File: config.mk
export PLATFORM = sky130hd
export DESIGN_NAME = nap_countdown
export DESIGN_NICKNAME = d
export VERILOG_FILES = /design/src/rtl/nap_countdown_pkg.sv /design/src/rtl/nap_countdown_sec_tick_gen.sv /design/src/rtl/nap_countdown.sv
export SDC_FILE = /design/constraint.sdc
export NUM_CORES = 1
export LEC_CHECK = 0
export ABC_AREA = 1
export BUFFER_PORTS_ARGS = -buffer_cell sky130_fd_sc_hd__buf_4
export CELL_PAD_IN_SITES_DETAIL_PLACEMENT = 1
export CELL_PAD_IN_SITES_GLOBAL_PLACEMENT = 1
export CORE_MARGIN = 3
export CORE_UTILIZATION = 39
export CTS_CLUSTER_DIAMETER = 60
export CTS_CLUSTER_SIZE = 30
export DETAILED_ROUTE_END_ITERATION = 8
export PLACE_DENSITY_LB_ADDON = 0.15
export SYNTH_ARGS = -nofsm -noshare
export SYNTH_HDL_FRONTEND = slang
export SYNTH_SLANG_ARGS = --single-unit
File: constraint.sdc
create_clock -name clock -period 1.96 [get_ports clock]
set_input_delay 0.196 -clock clock [delete_from_list [all_inputs] [get_ports clock]]
set_output_delay 0.196 -clock clock [all_outputs]
set_load 0.01 [all_outputs]
File: src/rtl/nap_countdown_pkg.sv
// rtl/nap_countdown_pkg.sv - state encoding, BCD limits and time helpers for the nap timer
package nap_countdown_pkg;

  typedef enum logic [1:0] {
    S_IDLE  = 2'd0,
    S_RUN   = 2'd1,
    S_PAUSE = 2'd2,
    S_ALARM = 2'd3
  } state_t;

  localparam logic [3:0] SEC_MAX = 4'd9;
  localparam logic [3:0] TEN_MAX = 4'd5;
  localparam logic [3:0] MIN_MAX = 4'd9;

  typedef struct packed {
    logic [3:0] min;
    logic [3:0] ten;
    logic [3:0] sec;
  } bcd_time_t;

  function automatic bcd_time_t clamp_time(input logic [3:0] m, input logic [3:0] t,
                                           input logic [3:0] s);
    bcd_time_t r;
    r.min = (m > MIN_MAX) ? MIN_MAX : m;
    r.ten = (t > TEN_MAX) ? TEN_MAX : t;
    r.sec = (s > SEC_MAX) ? SEC_MAX : s;
    return r;
  endfunction

  // Only called with a non-zero time, so minutes never underflow.
  function automatic bcd_time_t dec_time(input bcd_time_t t);
    bcd_time_t r;
    r = t;
    if (t.sec == 4'd0) begin
      r.sec = SEC_MAX;
      if (t.ten == 4'd0) begin
        r.ten = TEN_MAX;
        r.min = t.min - 4'd1;
      end else begin
        r.ten = t.ten - 4'd1;
      end
    end else begin
      r.sec = t.sec - 4'd1;
    end
    return r;
  endfunction

  function automatic logic is_zero(input bcd_time_t t);
    return (t.min == 4'd0) && (t.ten == 4'd0) && (t.sec == 4'd0);
  endfunction

endpackage

File: src/rtl/nap_countdown_sec_tick_gen.sv
// rtl/nap_countdown_sec_tick_gen.sv - 1 Hz prescaler with clear and hold
module sec_tick_gen #(
  parameter int CLK_HZ = 1000
) (
  input  logic clock,
  input  logic reset,
  input  logic clr,
  input  logic hold,
  output logic tick
);

  localparam int CNT_W = (CLK_HZ > 1) ? $clog2(CLK_HZ) : 1;
  localparam logic [CNT_W-1:0] CNT_MAX = CNT_W'(CLK_HZ - 1);

  logic [CNT_W-1:0] cnt;

  always_ff @(posedge clock) begin
    if (reset || clr) begin
      cnt <= '0;
    end else if (!hold) begin
      cnt <= (cnt == CNT_MAX) ? '0 : cnt + 1'b1;
    end
  end

  assign tick = !hold && !clr && (cnt == CNT_MAX);

endmodule

File: src/rtl/nap_countdown.sv
// rtl/nap_countdown.sv - BCD nap countdown with pause, cancel and timed wake alarm
module nap_countdown
  import nap_countdown_pkg::*;
#(
  parameter int CLK_HZ    = 1000,
  parameter int ALARM_SEC = 10
) (
  input  logic       clock,
  input  logic       reset,
  input  logic       load,
  input  logic [3:0] one_sec_in,
  input  logic [3:0] ten_sec_in,
  input  logic [3:0] one_min_in,
  input  logic       pause_btn,
  input  logic       cancel,
  input  logic       ack,
  output logic [3:0] one_sec,
  output logic [3:0] ten_sec,
  output logic [3:0] one_min,
  output logic       running,
  output logic       paused,
  output logic       alarm,
  output logic       done
);

  localparam logic [3:0] ALARM_LAST = 4'(ALARM_SEC - 1);

  state_t    state;
  bcd_time_t cur;
  bcd_time_t cap;
  bcd_time_t nxt;
  logic [3:0] alarm_cnt;
  logic       load_q;
  logic       load_edge;
  logic       tick;

  assign load_edge = load & ~load_q;
  assign cap       = clamp_time(one_min_in, ten_sec_in, one_sec_in);
  assign nxt       = dec_time(cur);

  // Prescaler free-runs in RUN and ALARM; a (re)capture restarts the second.
  sec_tick_gen #(.CLK_HZ(CLK_HZ)) u_tick (
    .clock (clock),
    .reset (reset),
    .clr   (cancel | load_edge),
    .hold  ((state == S_IDLE) || (state == S_PAUSE)),
    .tick  (tick)
  );

  always_ff @(posedge clock) begin
    if (reset) begin
      state     <= S_IDLE;
      cur       <= '0;
      alarm_cnt <= '0;
      load_q    <= 1'b0;
      done      <= 1'b0;
    end else begin
      load_q <= load;
      done   <= 1'b0;
      if (cancel) begin
        state     <= S_IDLE;
        cur       <= '0;
        alarm_cnt <= '0;
      end else if (load_edge) begin
        cur       <= cap;
        alarm_cnt <= '0;
        if (is_zero(cap)) begin
          state <= S_ALARM;
          done  <= 1'b1;
        end else begin
          state <= S_RUN;
        end
      end else begin
        case (state)
          S_RUN: begin
            if (tick) begin
              cur <= nxt;
              if (is_zero(nxt)) begin
                state     <= S_ALARM;
                done      <= 1'b1;
                alarm_cnt <= '0;
              end else if (pause_btn) begin
                state <= S_PAUSE;
              end
            end else if (pause_btn) begin
              state <= S_PAUSE;
            end
          end
          S_PAUSE: begin
            if (pause_btn) state <= S_RUN;
          end
          S_ALARM: begin
            if (ack) begin
              state     <= S_IDLE;
              alarm_cnt <= '0;
            end else if (tick) begin
              if (alarm_cnt == ALARM_LAST) begin
                state     <= S_IDLE;
                alarm_cnt <= '0;
              end else begin
                alarm_cnt <= alarm_cnt + 4'd1;
              end
            end
          end
          default: ;
        endcase
      end
    end
  end

  assign one_sec = cur.sec;
  assign ten_sec = cur.ten;
  assign one_min = cur.min;
  assign running = (state == S_RUN);
  assign paused  = (state == S_PAUSE);
  assign alarm   = (state == S_ALARM);

endmodule

==> metrics.txt <==
outcome complete, no violations; Setup-failing EPs final 0; VDD IR-drop max 326.2 uV; Clock Latency Late Sink 0.29 ns; core area 4786 sq um; Main synth FF type dfxtp_1; CP cell instances ha_4, nand3_1, nor3_2, nand4_1, nor4_1, nand3_1, a21oi_1; Slew Limit Fails 0; DP Area 2399 sq um; Final period util 0.9809; routed length per instance 15.36 microns; critical path class flip-flop to flip-flop; Die Ht 76.95 microns; GR Util All Layers 0.2164; crit-path max FO 4; 1st-pass router iterations 4; critical path's most frequent cell nand3_1; CTS Sinks 30; min Tclk post-route 1.923 ns; Crit-path slowest cell dfxtp_4; GPL Wtd Cong 0.8178; via count 2178; number of flops mapped to enable cells by yosys 0; Area Overhead vs Synth 36.39%; chip width 76.95 microns; Slew @ Worst Pin 0.3748 ns; Slew HR 0.7502; HPWL after DPL 4822 microns; Inserted Clock Buffers 5; Vias/cell 5.198; Worst Setup SP u_tick.cnt[0]; CP startpoint kind flip-flop; first-pass GRT wire length 10270 microns; Total Wirelength 6437 microns; # IOs 34; Syn Area/Cell 6.723 sq um; Syn Inst Count 292; fmax 0.5201 GHz; worst hold start reset; Worst Path Arrival 2.12 ns; Max Root-Sink Buffers 2; vias in the first global route 2158; fraction of layout cells with a size suffix above 1 0.3125; I/O Buffers 33; Hold Path Depth 2; ys async rst share 0; Crit. End Element flip-flop; DRT iter0 DRCs 74; largest net degree at the start of global routing 13; Die ar. 5921 sq um; Initial Util 0.4102; Routed Antenna Nets 0; dpl cells 404; Finished Layout Cells 419; Mapped Area 1963 sq um; GR Overflow Total 0; max cap viols 0; drt drc 0; Synth cell types 38; P_leak 1.148 nW; Design Area, Final 2678 sq um; TritonCTS clock tree built; Worst-path clk slew 0.07 ns; PD cells 618.4 nW/um^2; Fin Clk Skew 0.001134 ns; Yosys warning count 0; flops & latches, synth 30; Critical R2R Launch u_tick.cnt[0]; Net Count, Synth 318; CTS H-tree depth 2; Placement Rows 25; antenna cells 0; worst min path class input pin to flip-flop; nets 377; Final Hold Vio Count 0; register area share after synthesis 0.3059; CTS root buffer clkbuf_8; Final Util 0.5595; initial antenna violation count 0; max incr delay on CP 0.38 ns; worst reg-to-reg path cell count 7; Worst EP required 2.16 ns
layout by cell type (no fill, tap or decap), types with 3 or more instances in the layout:
| cell type | n |
|---|---|
| xor2_1 | 3 |
| nor2_1 | 34 |
| nand4_1 | 9 |
| nand2_1 | 58 |
| o21ai_1 | 4 |
| o211ai_1 | 3 |
| clkbuf_8 | 5 |
| o21ai_0 | 8 |
| a21oi_1 | 17 |
| nand2_4 | 4 |
| nor2_4 | 6 |
| nor2_2 | 6 |
| nand3_1 | 18 |
| a31oi_1 | 3 |
| nand2_2 | 6 |
| nand3_2 | 3 |
| ha_1 | 5 |
| buf_4 | 56 |
| nor3_1 | 9 |
| inv_1 | 32 |
| dfxtp_4 | 4 |
| ha_4 | 3 |
| dfxtp_1 | 24 |
where the power goes:
group | switching (W) | total, W | internal [W]
clock network | 0.000259 | 0.000633 | 0.000374
logic | 0.000226 | 0.000382 | 0.000156
registers | 0.0000193 | 0.000641 | 0.000622
total | 0.000504 | 0.00166 | 0.00115
critical path: cells and delay by family (launching register included):
family	cells	cell delay, ns
AO/OA/AOI/OAI	1	0.24
adder cells (fa/ha/maj)	1	0.15
flip-flops	1	0.38
AND/OR/NAND/NOR	5	1.07
cells in the mapped netlist (3+ instances only):
| cell | number | area, sq um |
|---|---|---|
| nand4_1 | 9 | 56.30 |
| inv_1 | 34 | 127.6 |
| a31oi_1 | 3 | 18.77 |
| xor2_1 | 3 | 26.28 |
| ha_1 | 8 | 100.1 |
| nor3_1 | 10 | 50.05 |
| o211ai_1 | 3 | 22.52 |
| nor3b_1 | 3 | 22.52 |
| nor2_2 | 4 | 25.02 |
| nand3_1 | 18 | 90.09 |
| nand3_2 | 3 | 30.03 |
| nor2_1 | 40 | 150.1 |
| clkbuf_1 | 3 | 11.26 |
| o21ai_0 | 8 | 40.04 |
| nand2_4 | 3 | 33.78 |
| o21ai_1 | 4 | 20.02 |
| nand2_1 | 61 | 229.0 |
| a21oi_1 | 17 | 85.08 |
| dfxtp_1 | 30 | 600.6 |
| nand2_2 | 4 | 25.02 |
state kept, by name, summed over array words and instances (netlist names):
signal / flops
load_q: 1
alarm_cnt: 4
u_tick.cnt: 10
one_sec: 4
state: 2
one_min: 4
done: 1
ten_sec: 4
area by class of cell:
type | count | area [sq um]
inverters | 38 | 147.6
flip-flops and latches | 30 | 618.1
multi-input cells | 220 | 1299
repair buffers | 56 | 420.4
clock inverters | 3 | 40.04
clock buffers | 5 | 68.82
fillers | 637 | 2108
well taps | 67 | 83.83
metal layers:
layer | routed length (microns) | global-route usage | vias up
li1 | - | - | 1081
met1 | 3019 | 0.2837 | 1043
met2 | 3058 | 0.3484 | 47
met5 | 0 | 0 | -
met4 | 91 | 0.07790 | 0
met3 | 267 | 0.04577 | 7
cell families after synthesis:
| family | count (synthesis) | share of synthesized area |
|---|---|---|
| simple gates | 168 | 0.4283 |
| compound gates | 40 | 0.1160 |
| xor+xnor | 4 | 0.01785 |
| flops | 30 | 0.3059 |
| fa+ha+maj | 8 | 0.05099 |
| buf+inv | 42 | 0.08094 |
repair_timing:
| item | 4_1_cts | 5_1_grt |
|---|---|---|
| setup endpoints to repair | 14 | 21 |
| hold buffers | 0 | 0 |
| setup buffers | 1 | 6 |
| pin swaps | 3 | 15 |
| gates resized for setup | 4 | 32 |
stage by stage:
stage | power [W] | hold slack, ns | TNS (ns) | setup WS (ns)
after floorplan | 0.0008654 | 0.2681 | 0 | 0.1243
after global placement | 0.0009943 | 0.3646 | 0 | 0.06232
after detailed placement | 0.001000 | 0.3673 | -0.3700 | -0.09642
after CTS | 0.001640 | 0.05363 | 0 | 0.008275
after global routing | 0.001738 | 0.05382 | -0.08677 | -0.05898
final | 0.001656 | 0.06294 | 0 | 0.03745
worst paths after layout:
| check | to | slack [ns] |
|---|---|---|
| setup / recovery | done | 0.04 |
| hold / removal | load_q | 0.06 |
| setup reg to reg | done | 0.04 |
| hold reg to reg | u_tick.cnt[0] | 0.48 |
No activity file was read; power rests on OpenSTA's default activity.
